--- src/rtl/axi_burst_master.sv ---
// axi_burst_master: single-outstanding AXI4 INCR burst master.
// A core request (address, beats-1, direction) is turned into one AR/R or
// AW/W/B transaction. Read data and write data stream straight through the
// core ports; the FSM only supplies the handshakes and the beat framing.
// Optional: define AXI_BURST_MASTER_RESP_CHECK_EN to build a sticky err_o
// that flags bad RRESP/BRESP, foreign RID/BID and a misplaced RLAST.
module axi_burst_master #(
    parameter int ID_W      = 4,
    parameter int ADDR_W    = 32,
    parameter int DATA_W    = 32,
    parameter int MAX_BEATS = 16,
    parameter int MST_ID    = 0
) (
    input  logic                clk,
    input  logic                rst,
    // core request
    input  logic                req_valid_i,
    output logic                req_ready_o,
    input  logic                req_write_i,
    input  logic [ADDR_W-1:0]   req_addr_i,
    input  logic [3:0]          req_len_i,
    // core write data
    input  logic                wdat_valid_i,
    output logic                wdat_ready_o,
    input  logic [DATA_W-1:0]   wdat_i,
    input  logic [DATA_W/8-1:0] wstrb_i,
    // core response
    output logic                rdat_valid_o,
    output logic [DATA_W-1:0]   rdat_o,
    output logic                rdat_last_o,
    output logic                done_o,
    output logic                busy_o,
    output logic                err_o,
    // AXI AW
    output logic [ID_W-1:0]     awid_o,
    output logic [ADDR_W-1:0]   awaddr_o,
    output logic [3:0]          awlen_o,
    output logic [2:0]          awsize_o,
    output logic [1:0]          awburst_o,
    output logic                awvalid_o,
    input  logic                awready_i,
    // AXI W
    output logic [DATA_W-1:0]   wdata_o,
    output logic [DATA_W/8-1:0] wstrb_o,
    output logic                wlast_o,
    output logic                wvalid_o,
    input  logic                wready_i,
    // AXI B
    input  logic [ID_W-1:0]     bid_i,
    input  logic [1:0]          bresp_i,
    input  logic                bvalid_i,
    output logic                bready_o,
    // AXI AR
    output logic [ID_W-1:0]     arid_o,
    output logic [ADDR_W-1:0]   araddr_o,
    output logic [3:0]          arlen_o,
    output logic [2:0]          arsize_o,
    output logic [1:0]          arburst_o,
    output logic                arvalid_o,
    input  logic                arready_i,
    // AXI R
    input  logic [ID_W-1:0]     rid_i,
    input  logic [DATA_W-1:0]   rdata_i,
    input  logic [1:0]          rresp_i,
    input  logic                rlast_i,
    input  logic                rvalid_i,
    output logic                rready_o
);

    localparam logic [2:0]      AX_SIZE  = 3'($clog2(DATA_W / 8));
    localparam logic [1:0]      AX_INCR  = 2'b01;
    localparam logic [3:0]      MAX_LEN  = 4'(MAX_BEATS - 1);
    localparam logic [ID_W-1:0] OWN_ID   = ID_W'(MST_ID);

    typedef enum logic [2:0] {ST_IDLE, ST_AR, ST_R, ST_AW, ST_W, ST_B} state_t;

    state_t            state;
    logic [ADDR_W-1:0] addr_q;
    logic [3:0]        len_q;
    logic [3:0]        wbeat_q;
    logic              req_ready_q, busy_q, done_q;
    logic              arvalid_q, rready_q, awvalid_q, bready_q;

    logic              in_w;
    logic              req_fire, ar_fire, r_fire, aw_fire, w_fire, b_fire;

    // Requests longer than the configured maximum are cut down, not rejected.
    function automatic logic [3:0] clamp_len(input logic [3:0] len);
        return (len > MAX_LEN) ? MAX_LEN : len;
    endfunction

    assign in_w     = (state == ST_W);
    assign req_fire = req_valid_i & req_ready_q;
    assign ar_fire  = arvalid_q & arready_i;
    assign r_fire   = rready_q & rvalid_i;
    assign aw_fire  = awvalid_q & awready_i;
    assign w_fire   = in_w & wdat_valid_i & wready_i;
    assign b_fire   = bready_q & bvalid_i;

    // Capture the transfer descriptor when a request is accepted.
    always_ff @(posedge clk) begin
        if (req_fire) begin
            addr_q <= req_addr_i;
            len_q  <= clamp_len(req_len_i);
        end
    end

    // Transaction FSM; every handshake output is a register so no AXI ready
    // feeds back combinationally into a valid.
    always_ff @(posedge clk or negedge rst) begin
        if (!rst) begin
            state       <= ST_IDLE;
            req_ready_q <= 1'b1;
            busy_q      <= 1'b0;
            done_q      <= 1'b0;
            arvalid_q   <= 1'b0;
            rready_q    <= 1'b0;
            awvalid_q   <= 1'b0;
            bready_q    <= 1'b0;
            wbeat_q     <= 4'd0;
        end else begin
            done_q <= 1'b0;
            case (state)
                ST_IDLE: begin
                    if (req_fire) begin
                        req_ready_q <= 1'b0;
                        busy_q      <= 1'b1;
                        if (req_write_i) begin
                            state     <= ST_AW;
                            awvalid_q <= 1'b1;
                        end else begin
                            state     <= ST_AR;
                            arvalid_q <= 1'b1;
                        end
                    end
                end
                ST_AR: begin
                    if (ar_fire) begin
                        arvalid_q <= 1'b0;
                        rready_q  <= 1'b1;
                        state     <= ST_R;
                    end
                end
                ST_R: begin
                    // The slave's RLAST ends the burst, whatever the beat count.
                    if (r_fire && rlast_i) begin
                        rready_q    <= 1'b0;
                        done_q      <= 1'b1;
                        busy_q      <= 1'b0;
                        req_ready_q <= 1'b1;
                        state       <= ST_IDLE;
                    end
                end
                ST_AW: begin
                    if (aw_fire) begin
                        awvalid_q <= 1'b0;
                        wbeat_q   <= 4'd0;
                        state     <= ST_W;
                    end
                end
                ST_W: begin
                    if (w_fire) begin
                        if (wbeat_q == len_q) begin
                            wbeat_q  <= 4'd0;
                            bready_q <= 1'b1;
                            state    <= ST_B;
                        end else begin
                            wbeat_q <= wbeat_q + 4'd1;
                        end
                    end
                end
                ST_B: begin
                    if (b_fire) begin
                        bready_q    <= 1'b0;
                        done_q      <= 1'b1;
                        busy_q      <= 1'b0;
                        req_ready_q <= 1'b1;
                        state       <= ST_IDLE;
                    end
                end
                default: state <= ST_IDLE;
            endcase
        end
    end

`ifdef AXI_BURST_MASTER_RESP_CHECK_EN
    logic [3:0] rbeat_q;
    logic       err_q;

    // Track the read beat index and latch any protocol/response error until reset.
    always_ff @(posedge clk or negedge rst) begin
        if (!rst) begin
            rbeat_q <= 4'd0;
            err_q   <= 1'b0;
        end else begin
            if (r_fire) begin
                rbeat_q <= rlast_i ? 4'd0 : rbeat_q + 4'd1;
                if ((rresp_i != 2'b00) || (rid_i != OWN_ID) ||
                    (rlast_i && (rbeat_q != len_q)))
                    err_q <= 1'b1;
            end
            if (b_fire && ((bresp_i != 2'b00) || (bid_i != OWN_ID)))
                err_q <= 1'b1;
        end
    end

    assign err_o = err_q;
`else
    logic unused_resp;
    assign unused_resp = ^{rid_i, rresp_i, bid_i, bresp_i};
    assign err_o       = 1'b0;
`endif

    assign req_ready_o  = req_ready_q;
    assign busy_o       = busy_q;
    assign done_o       = done_q;

    assign awid_o       = OWN_ID;
    assign awaddr_o     = addr_q;
    assign awlen_o      = len_q;
    assign awsize_o     = AX_SIZE;
    assign awburst_o    = AX_INCR;
    assign awvalid_o    = awvalid_q;

    assign arid_o       = OWN_ID;
    assign araddr_o     = addr_q;
    assign arlen_o      = len_q;
    assign arsize_o     = AX_SIZE;
    assign arburst_o    = AX_INCR;
    assign arvalid_o    = arvalid_q;

    // Write data is a gated pass-through: the core sees AXI backpressure directly.
    assign wvalid_o     = in_w & wdat_valid_i;
    assign wdat_ready_o = in_w & wready_i;
    assign wdata_o      = wdat_i;
    assign wstrb_o      = wstrb_i;
    assign wlast_o      = in_w & (wbeat_q == len_q);
    assign bready_o     = bready_q;

    // Read data is forwarded to the core in the cycle it is accepted.
    assign rready_o     = rready_q;
    assign rdat_valid_o = r_fire;
    assign rdat_o       = rdata_i;
    assign rdat_last_o  = r_fire & rlast_i;

endmodule

--- config.mk ---
export PLATFORM = sky130hd
export DESIGN_NAME = axi_burst_master
export DESIGN_NICKNAME = d
export VERILOG_FILES = /design/src/rtl/axi_burst_master.sv
export SDC_FILE = /design/constraint.sdc
export NUM_CORES = 1
export LEC_CHECK = 0
export CORE_AREA = 2 2 114 116
export DETAILED_ROUTE_END_ITERATION = 7
export DIE_AREA = 0 0 116 118
export GPL_TIMING_DRIVEN = 0
export MAX_ROUTING_LAYER = met4
export PLACE_DENSITY = 0.67
export SETUP_SLACK_MARGIN = 0.1
export SYNTH_ARGS = -nofsm -noshare
export SYNTH_HDL_FRONTEND = slang
export SYNTH_SLANG_ARGS = --single-unit
--- constraint.sdc ---
create_clock -name clk -period 2.07 [get_ports clk]
set_input_delay 0.414 -clock clk [delete_from_list [all_inputs] [get_ports clk]]
set_output_delay 0.414 -clock clk [all_outputs]
set_load 0.01 [all_outputs]
Word level (Yosys, flattened, before mapping)
Index checks and enable logic that the tools add are counted.
{"block": "classes", "add_sub_neg": 1, "magnitude_cmp": 1, "eq_ne": 15, "n_mux": 37, "bitwise": 10, "reduce_logical": 15}
{"op": "2-to-1 mux 3 bit", "count": 7}
{"op": "case mux 3 bit (6 select lines)", "count": 1}
{"op": "2-to-1 mux 1 bit", "count": 17}
{"op": "AND reduction 4 bit", "count": 4}
{"op": "inequality test 2 bit (second input constant)", "count": 7}
{"op": "2-to-1 mux 4 bit", "count": 3}
{"op": "bitwise AND 1 bit", "count": 10}
{"op": "case mux 1 bit (2 select lines)", "count": 5}
{"op": "nonzero test 2 bit", "count": 5}
{"op": "case mux 4 bit (2 select lines)", "count": 1}
{"op": "AND reduction 7 bit", "count": 1}
{"op": "equality test 3 x 2 -> 1 bit (second input constant)", "count": 2}
{"op": "equality test 3 bit (second input constant)", "count": 2}
{"op": "case mux 1 bit (3 select lines)", "count": 2}
{"op": "AND reduction 3 bit", "count": 2}
{"op": "adder 4 x 1 -> 4 bit (second input constant)", "count": 1}
{"op": "equality test 4 bit", "count": 1}
{"op": "> comparator 4 bit (second input constant)", "count": 1}
{"op": "inequality test 2 x 1 -> 1 bit (second input constant)", "count": 2}
{"op": "equality test 3 x 1 -> 1 bit (second input constant)", "count": 1}
{"op": "logical NOT 3 bit", "count": 1}
{"op": "nonzero test 3 bit", "count": 1}
{"op": "2-to-1 mux 2 bit", "count": 1}
{"op": "logical AND 1 bit", "count": 1}
{"block": "word_totals", "register_bits": 50, "input_bits": 127, "out_inout_bits": 171, "wordCells": 90}

Depth between registers and ports, before layout
Gate-level depths: netlist of the first run.
{"block": "logic_depth", "word_depth": 5, "ltp_mapped": 5, "depth_no_buf": 4}

Worst setup path after synthesis of the first run
Ideal clock, no wire load.
{"block": "synth_timing", "kind": "register to register", "from": "reg req_ready_q (netlist: req_ready_o)", "to": "reg addr_q[0] (netlist: araddr_o[0]) (enable)", "setup_time_ps": 398, "t_arrival_ps": 1505, "required_time_ps": 1672, "slack_ps": 167, "path_stages_with_launch": 2, "path_buffers": 0, "period_less_slack_ps": 1903, "path_cell_list": "dfstp_2 and2_1"}
{"block": "synth_between", "elab_chain_len": 1}
{"item": "from (decl)", "line_no": "81", "rtl": "logic req_ready_q, busy_q, done_q;"}
{"item": "from (signal assigned)", "line_no": "113", "rtl": "req_ready_q <= 1'b1;"}
{"item": "from (signal assigned)", "line_no": "126", "rtl": "req_ready_q <= 1'b0;"}
{"item": "from (signal assigned)", "line_no": "150", "rtl": "req_ready_q <= 1'b1;"}
{"item": "bitwise AND 1 bit", "line_no": "93", "rtl": "assign req_fire = req_valid_i & req_ready_q;"}
{"item": "net req_fire", "line_no": "85", "rtl": "logic req_fire, ar_fire, r_fire, aw_fire, w_fire, b_fire;"}
{"item": "to (signal assigned)", "line_no": "103", "rtl": "addr_q <= req_addr_i;"}
{"item": "to (decl)", "line_no": "78", "rtl": "logic [ADDR_W-1:0] addr_q;"}
The timed path passes the listed nets, and every way through them passes these cells.
A chain may end at the register's enable or synchronous reset.

Final worst setup path of the first run
{"block": "layout_timing", "from": "reg state[1]", "to": "out wvalid_o"}
{"block": "layout_between", "elab_chain_len": 2}
{"item": "from (decl)", "line_no": "77", "rtl": "state_t state;"}
{"item": "from (signal assigned)", "line_no": "112", "rtl": "state <= ST_IDLE;"}
{"item": "from (signal assigned)", "line_no": "129", "rtl": "state <= ST_AW;"}
{"item": "from (signal assigned)", "line_no": "132", "rtl": "state <= ST_AR;"}
{"item": "equality test 3 bit", "line_no": "92", "rtl": "assign in_w = (state == ST_W);"}
{"item": "bitwise AND 1 bit", "line_no": "233", "rtl": "assign wvalid_o = in_w & wdat_valid_i;"}
{"item": "to (decl)", "line_no": "46", "rtl": "output logic wvalid_o,"}
Every way passes these cells.

==> results of run 1 <==
## final cells by class
type | count | area (um^2)
clock inverter | 3 | 25.02
buffer | 127 | 949.7
clock buffer | 5 | 125.1
fill | 1203 | 6995
timing repair buffer | 204 | 2017
inverter | 10 | 37.54
tap | 172 | 215.2
sequential | 50 | 1435
multi-input combinational | 93 | 614.3
## flip-flops by register name (all words and copies together) (netlist names)
| name | count |
|---|---|
| araddr_o | 32 |
| arlen_o | 4 |
| arvalid_o | 1 |
| awvalid_o | 1 |
| bready_o | 1 |
| busy_o | 1 |
| done_o | 1 |
| req_ready_o | 1 |
| rready_o | 1 |
| state | 3 |
| wbeat_q | 4 |
## layer usage
layer,up-vias,track usage (%)
met4,0,2.902
li1,1197,-
met2,150,19.33
met5,-,-
met1,1105,13.18
met3,4,1.751
## synth_stat cells (all sizes together)
library cell,instances
xnor2,4
or3b,1
a21boi,2
nor3b,1
a2bb2o,1
a221oi,1
clkbuf,2
inv,10
o21ai,11
ha,1
conb,2
mux2,1
nand3,6
edfxtp,36
dfrtp,13
nand3b,1
o31ai,1
a41oi,1
o221ai,1
o22ai,2
buf,125
a211oi,2
mux2i,2
a21oi,4
a211o,1
and2,5
a31oi,2
dfstp,1
and2b,1
nand4,2
nor3,3
nand2,9
a31o,1
nor2,5
and3,2
## final timing paths
| kind | slack, ns | endpoint | start | cells after the start |
|---|---|---|---|---|
| min | 0.54 | wbeat_q[2] | rst | 1 |
| max | 0.17 | wvalid_o | state[1] | 4 |
| min reg2reg | 0.55 | wbeat_q[2] | wbeat_q[2] | 1 |
| max in group asynchronous | 1.06 | state[0] | rst | 1 |
| max reg2reg | 0.32 | state[0] | state[0] | 5 |
| min in group clk | 0.55 | wbeat_q[2] | wbeat_q[2] | 1 |
## per-stage QoR
stage               worst slack (ns)  cell area [um^2]  utilization [%]
CTS                          0.09938              5420            43.66
global route                  0.1053              5419            43.65
floorplan                     0.1668              2980                -
global placement             -0.6097              5177            41.71
detailed placement           -0.2803              5179            41.72
finish                        0.1730              5419            43.65
## cell families after synthesis
group | share of synthesized area [%]
xor gates and xnor gates | 1.201
muxes | 1.073
DFF | 49.12
AOI/OAI and AO/OA | 7.765
and+or+nand+nor | 6.521
buffers and inverters | 33.63
other | 0.2575
adders and majority gates | 0.4289
## power by group through the flow
stage | clock [mW] | combinational, mW | sequential, mW
CTS | 0.858 | 2.16 | 1.58
floorplan | 0 | 0.987 | 1.63
global route | 0.901 | 2.29 | 1.62
finish | 0.822 | 2.14 | 1.58
global placement | 0 | 1.98 | 1.59
detailed placement | 0 | 2.02 | 1.60
## critical path, stage by stage (launching register included)
cell	delay (ns)
dfrtp_2	0.43
buf_4	0.15
nor3b_4	0.22
and2_1	0.14
dlygate4sd2_1	0.26
## timing repair
item / CTS / global route
resized for setup: 19 / 3
cloned: 0 / 0
setup endpoints to repair: 5 / 3
buffers inserted: 6 / 0
hold endpoints to repair: 0 / 0
pin swaps: 0 / 1
==> summary.txt, run 1 <==
STA
  • Slew Limit Fails: 0
  • Setup-failing EPs final: 0
  • Worst slew pin tran: between 0.9 and 1 ns
  • Fin crit share: 91.64%
  • Max_slew headroom: approximately two fifths
  • Total Neg Setup Slack: 0 ns
  • WHS: around 0.54 ns
  • RSZ-0062 raised after global routing: no
  • Tmin final: approximately 1.9 ns
  • Final setup skew: 0.002249 ns
  • Final Hold Viols: 0
  • Max frequency: roughly 530 MHz

Flow run
  • Max_cap viols: 0

Logic synthesis
  • Average size of a mapped cell: 11.09 um^2
  • Post-synthesis cell area: approximately 2900 um^2
  • Yosys reg bits: 50
  • Top cells by area, synth: edfxtp_1 37%, buf_4 32%, dfrtp_1 11%
  • Netlist cell types: 38
  • Register area share after synthesis: 49.12%
  • Area leader, netlist: edfxtp_1
  • Syn Inst Count: around 260
  • Top cell type's share of synthesized area: between 30 and 40%
  • Yosys warns: 0

Floorplan
  • IO Count: slightly below 300
  • Die Height: approximately 120 um
  • Starting Density: 23.49%
  • Row count: 41
  • Die width: roughly 120 um
  • DIE AREA: around 14000 um^2
  • Core region area: 12410 um^2

Placed design
  • DP Wirelength: approximately 6.7 mm
  • Final RePlAce weighted congestion: ~0.78
  • Placed Cells: 650
  • Port bufs: slightly below 200

Worst setup path
  • CP Capture Type: output pin
  • Crit path max fanout: 3
  • Crit Path Category: reg -> out
  • Critical Path RT: 1.66 ns
  • CP Launch Type: flip-flop
  • Worst path arrival time: 1.48 ns

Route
  • Drt drc: 0
  • Final WL: roughly 8 mm
  • WL/cell: approximately 12 um
  • DR pass1 iterations: 4
  • Vias per cell: 3.699
  • Vias: 2456
  • Met2 routed WL: approximately 4.1 mm
  • Antenna viol nets, final: 0
  • Metal3 WL: approximately 600 um
  • Initial DRC count: 78
  • Highest Signal Layer: met4
  • Met1 Routed Length: around 3.2 mm

Power and ir drop
  • Total power: 4.534 mW
  • Net Sw Frac: approximately a third
  • Seq pwr share: between 30% and 40%
  • Leak: approximately 2.3 nW
  • Logic pwr share: between 40% and 50%
  • P_int: between 3 and 4 mW
  • Clock Power Share: between 10% and 20%
  • PwrDens: between 800 and 900 nW/um^2
  • NetSw: 1.454 mW
  • Maximum vdd drop: about 0.6 mV

Clock tree
  • Clk Latency, worst-skew pair: 0.28 ns
  • CTS Root Buffer Type: clkbuf_16
  • Num CTS Buffers: 5
  • Clock Sinks: 50
  • Clock Tree Buf Depth: 2
  • Cts hold-fix bufs: 0
  • H-tree levels: 2
  • CTS tree: done
  • Clock Pin Slew Worst Setup and Hold Paths: about 0.070 ns

Global routing
  • First-pass GRT wire length: between 10 and 15 mm
  • Gr ovfl total: 0
  • Gr usage total: 11.08%
  • Largest net degree at the start of global routing: 39
  • Initial antenna violation count: 0
  • Vias in the first global route: around 2300

Hold path
  • Worst Hold Class: in -> async

Run status
  • Outcome: finished clean

Layout
  • Finished Layout Cells: 664
  • Most frequent cells in the layout: 193 x clkdlybuf4s50_1, 130 x buf_4, 36 x edfxtp_1
  • Syn-to-layout area delta: 85.80%
  • Diode count: 0
  • Commonest non-fill, non-tap cell in the layout: clkdlybuf4s50_1
  • Nets@finish: just over 600
  • Layout cells sized above 1: roughly a third
Power figures use the tool's default switching activity.
==> run 2, diff against run 1 <==
--- a/config.mk
+++ b/config.mk
@@ -12,6 +12,7 @@
 export MAX_ROUTING_LAYER = met4
 export PLACE_DENSITY = 0.67
 export SETUP_SLACK_MARGIN = 0.1
+export SKIP_CTS_REPAIR_TIMING = 1
 export SYNTH_ARGS = -nofsm -noshare
 export SYNTH_HDL_FRONTEND = slang
 export SYNTH_SLANG_ARGS = --single-unit
==> run 2 against run 1 <==
  * Final cell count unchanged
  * Clock power hardly changed
  * Sequential share of layout area about the same
  * Largest cell class unchanged
  * Critical endpoint is now wlast_o
  * Highest routed layer unchanged
==> summary.txt, run 2 (synthesis results as in run 1) <==
Route
  • WL/cell: ~12 um
  • Drt drc: 0
  • Vias: roughly 2500
  • DR pass1 iterations: 4
  • Final WL: between 8 and 9 mm
  • Vias per cell: between 3 and 4
  • Initial DRC count: just under 80
  • Antenna viol nets, final: 0

Global routing
  • Gr usage total: between 10 and 15%
  • Vias in the first global route: between 2000 and 2500
  • Largest net degree at the start of global routing: 39
  • Initial antenna violation count: 0
  • Gr ovfl total: 0
  • First-pass GRT wire length: about 11 mm

STA
  • Max frequency: approximately 530 MHz
  • Tmin final: approximately 1.9 ns
  • Final Hold Viols: 0
  • Fin crit share: between 90% and 100%
  • Worst slew pin tran: about 0.90 ns
  • Max_slew headroom: about two fifths
  • Setup-failing EPs final: 0
  • RSZ-0062 raised after global routing: no
  • Final setup skew: around 0.0023 ns
  • WHS: around 0.54 ns
  • Slew Limit Fails: 0

Floorplan
  • IO Count: just under 300
  • DIE AREA: 13690 um^2
  • Row count: 41
  • Die Height: between 100 and 150 um
  • Core region area: about 12000 um^2
  • Die width: between 100 and 150 um
  • Starting Density: a little under a quarter

Flow run
  • Max_cap viols: 0

Clock tree
  • Clk Latency, worst-skew pair: between 0.2 and 0.3 ns
  • H-tree levels: 2
  • Num CTS Buffers: 5
  • Clock Pin Slew Worst Setup and Hold Paths: around 0.070 ns
  • Clock Tree Buf Depth: 2
  • Clock Sinks: 50
  • CTS Root Buffer Type: clkbuf_16
  • CTS tree: done

Layout
  • Largest register FFs: 32
  • Commonest non-fill, non-tap cell in the layout: clkdlybuf4s50_1
  • Layout cells sized above 1: a little under a third
  • FILL cells: approximately 1200
  • Nets@finish: 619
  • Finished Layout Cells: 664
  • Syn-to-layout area delta: 86.14%
  • Fin util: 43.73%
  • Most frequent cells in the layout: 193 x clkdlybuf4s50_1, 130 x buf_4, 36 x edfxtp_1
  • Final instance area: around 5400 um^2
  • Diode count: 0

Hold path
  • Worst Hold Class: in -> async

Worst setup path
  • Worst path arrival time: about 1.5 ns
  • Crit path max fanout: 6
  • CP Launch Type: flip-flop
  • R2r worst-path depth: 6
  • WP depth: 3
  • Delay of the slowest cell on the worst path: about 0.46 ns
  • Critical path's slowest cell: dfrtp_2
  • CP Capture Type: output pin
  • Worst path top cell family by delay: simple AND/OR/NAND/NOR gates
  • Worst path bufs/invs: 1
  • Crit Path Category: reg -> out
  • Critical Path RT: roughly 1.7 ns
  • Cells along the critical path: or3b_4, nor2_1, clkbuf_2

Placed design
  • Port bufs: approximately 200
  • Post-DP Area: 5179 um^2
  • Placed Cells: 650
  • Final RePlAce weighted congestion: between 0.7 and 0.8
  • DP Wirelength: 6.701 mm

Power and ir drop
  • PwrDens: 835.5 nW/um^2
  • Total power: between 4 and 5 mW
  • Maximum vdd drop: 0.6131 mV
  • Leak: ~2.3 nW

Run status
  • Outcome: finished clean
[run 2: cell count changes in the layout (fill, tap and decap cells not counted), sizes merged]
| cell | change |
|---|---|
| buf | -1 |
| dlygate4sd2 | -2 |
| dlymetal6s2s | +3 |
[run 2: final timing paths]
check	from	to	slack (ns)
min in group clk	wbeat_q[2]	wbeat_q[2]	0.55
hold / removal	rst	wbeat_q[2]	0.54
max in group asynchronous	rst	state[1]	1.07
hold reg to reg	wbeat_q[2]	wbeat_q[2]	0.55
setup reg to reg	state[2]	state[0]	0.22
setup / recovery	state[1]	wlast_o	0.18
[run 2: where the power goes]
part,internal (mW),switching (mW),total (mW)
Sequential,1.37,0.220,1.59
Clock,0.454,0.366,0.821
Combinational,1.25,0.870,2.12
[run 2: final cells by class]
cell class | instances | area (um^2) | share of cell area [%]
Timing Repair Buffer | 204 | 2032 | 37.43
Sequential cell | 50 | 1435 | 26.43
Buffer | 127 | 949.7 | 17.49
Multi-Input combinational cell | 93 | 609.3 | 11.22
Tap cell | 172 | 215.2 | 3.964
Clock buffer | 5 | 125.1 | 2.305
Inverter | 10 | 37.54 | 0.6914
Clock inverter | 3 | 25.02 | 0.4609
[run 2: per-layer routing]
| layer | track usage (%) | share of wire [%] | vias up |
|---|---|---|---|
| li1 | - | - | 1202 |
| met1 | 13.18 | 40 | 1108 |
| met2 | 18.90 | 52 | 154 |
| met3 | 1.751 | 7.4 | 4 |
| met4 | 2.902 | 0.81 | 0 |
| met5 | - | 0 | - |
[run 2: worst reg2reg max path, delay by kind of cell, from the launching register on]
kind,cells,cell delay [ns]
buffers and inverters,2,0.28
AOI/OAI and AO/OA,3,0.67
DFF,1,0.41
muxes,1,0.37
[run 2: through the flow]
step	setup TNS (ns)	setup slack, ns
final	0	0.1830
after global routing	0	0.06961
after floorplan	0	0.1668
after global placement	-22.91	-0.6097
after detailed placement	-0.8990	-0.2803
after CTS	-1.580	-0.6067
==> run 3, diff against run 2 <==
--- a/config.mk
+++ b/config.mk
@@ -12,7 +12,6 @@
 export MAX_ROUTING_LAYER = met4
 export PLACE_DENSITY = 0.67
 export SETUP_SLACK_MARGIN = 0.1
-export SKIP_CTS_REPAIR_TIMING = 1
 export SYNTH_ARGS = -nofsm -noshare
 export SYNTH_HDL_FRONTEND = slang
 export SYNTH_SLANG_ARGS = --single-unit
==> results of run 3 <==
Final layout, timing and power as in run 1 (identical DEF).
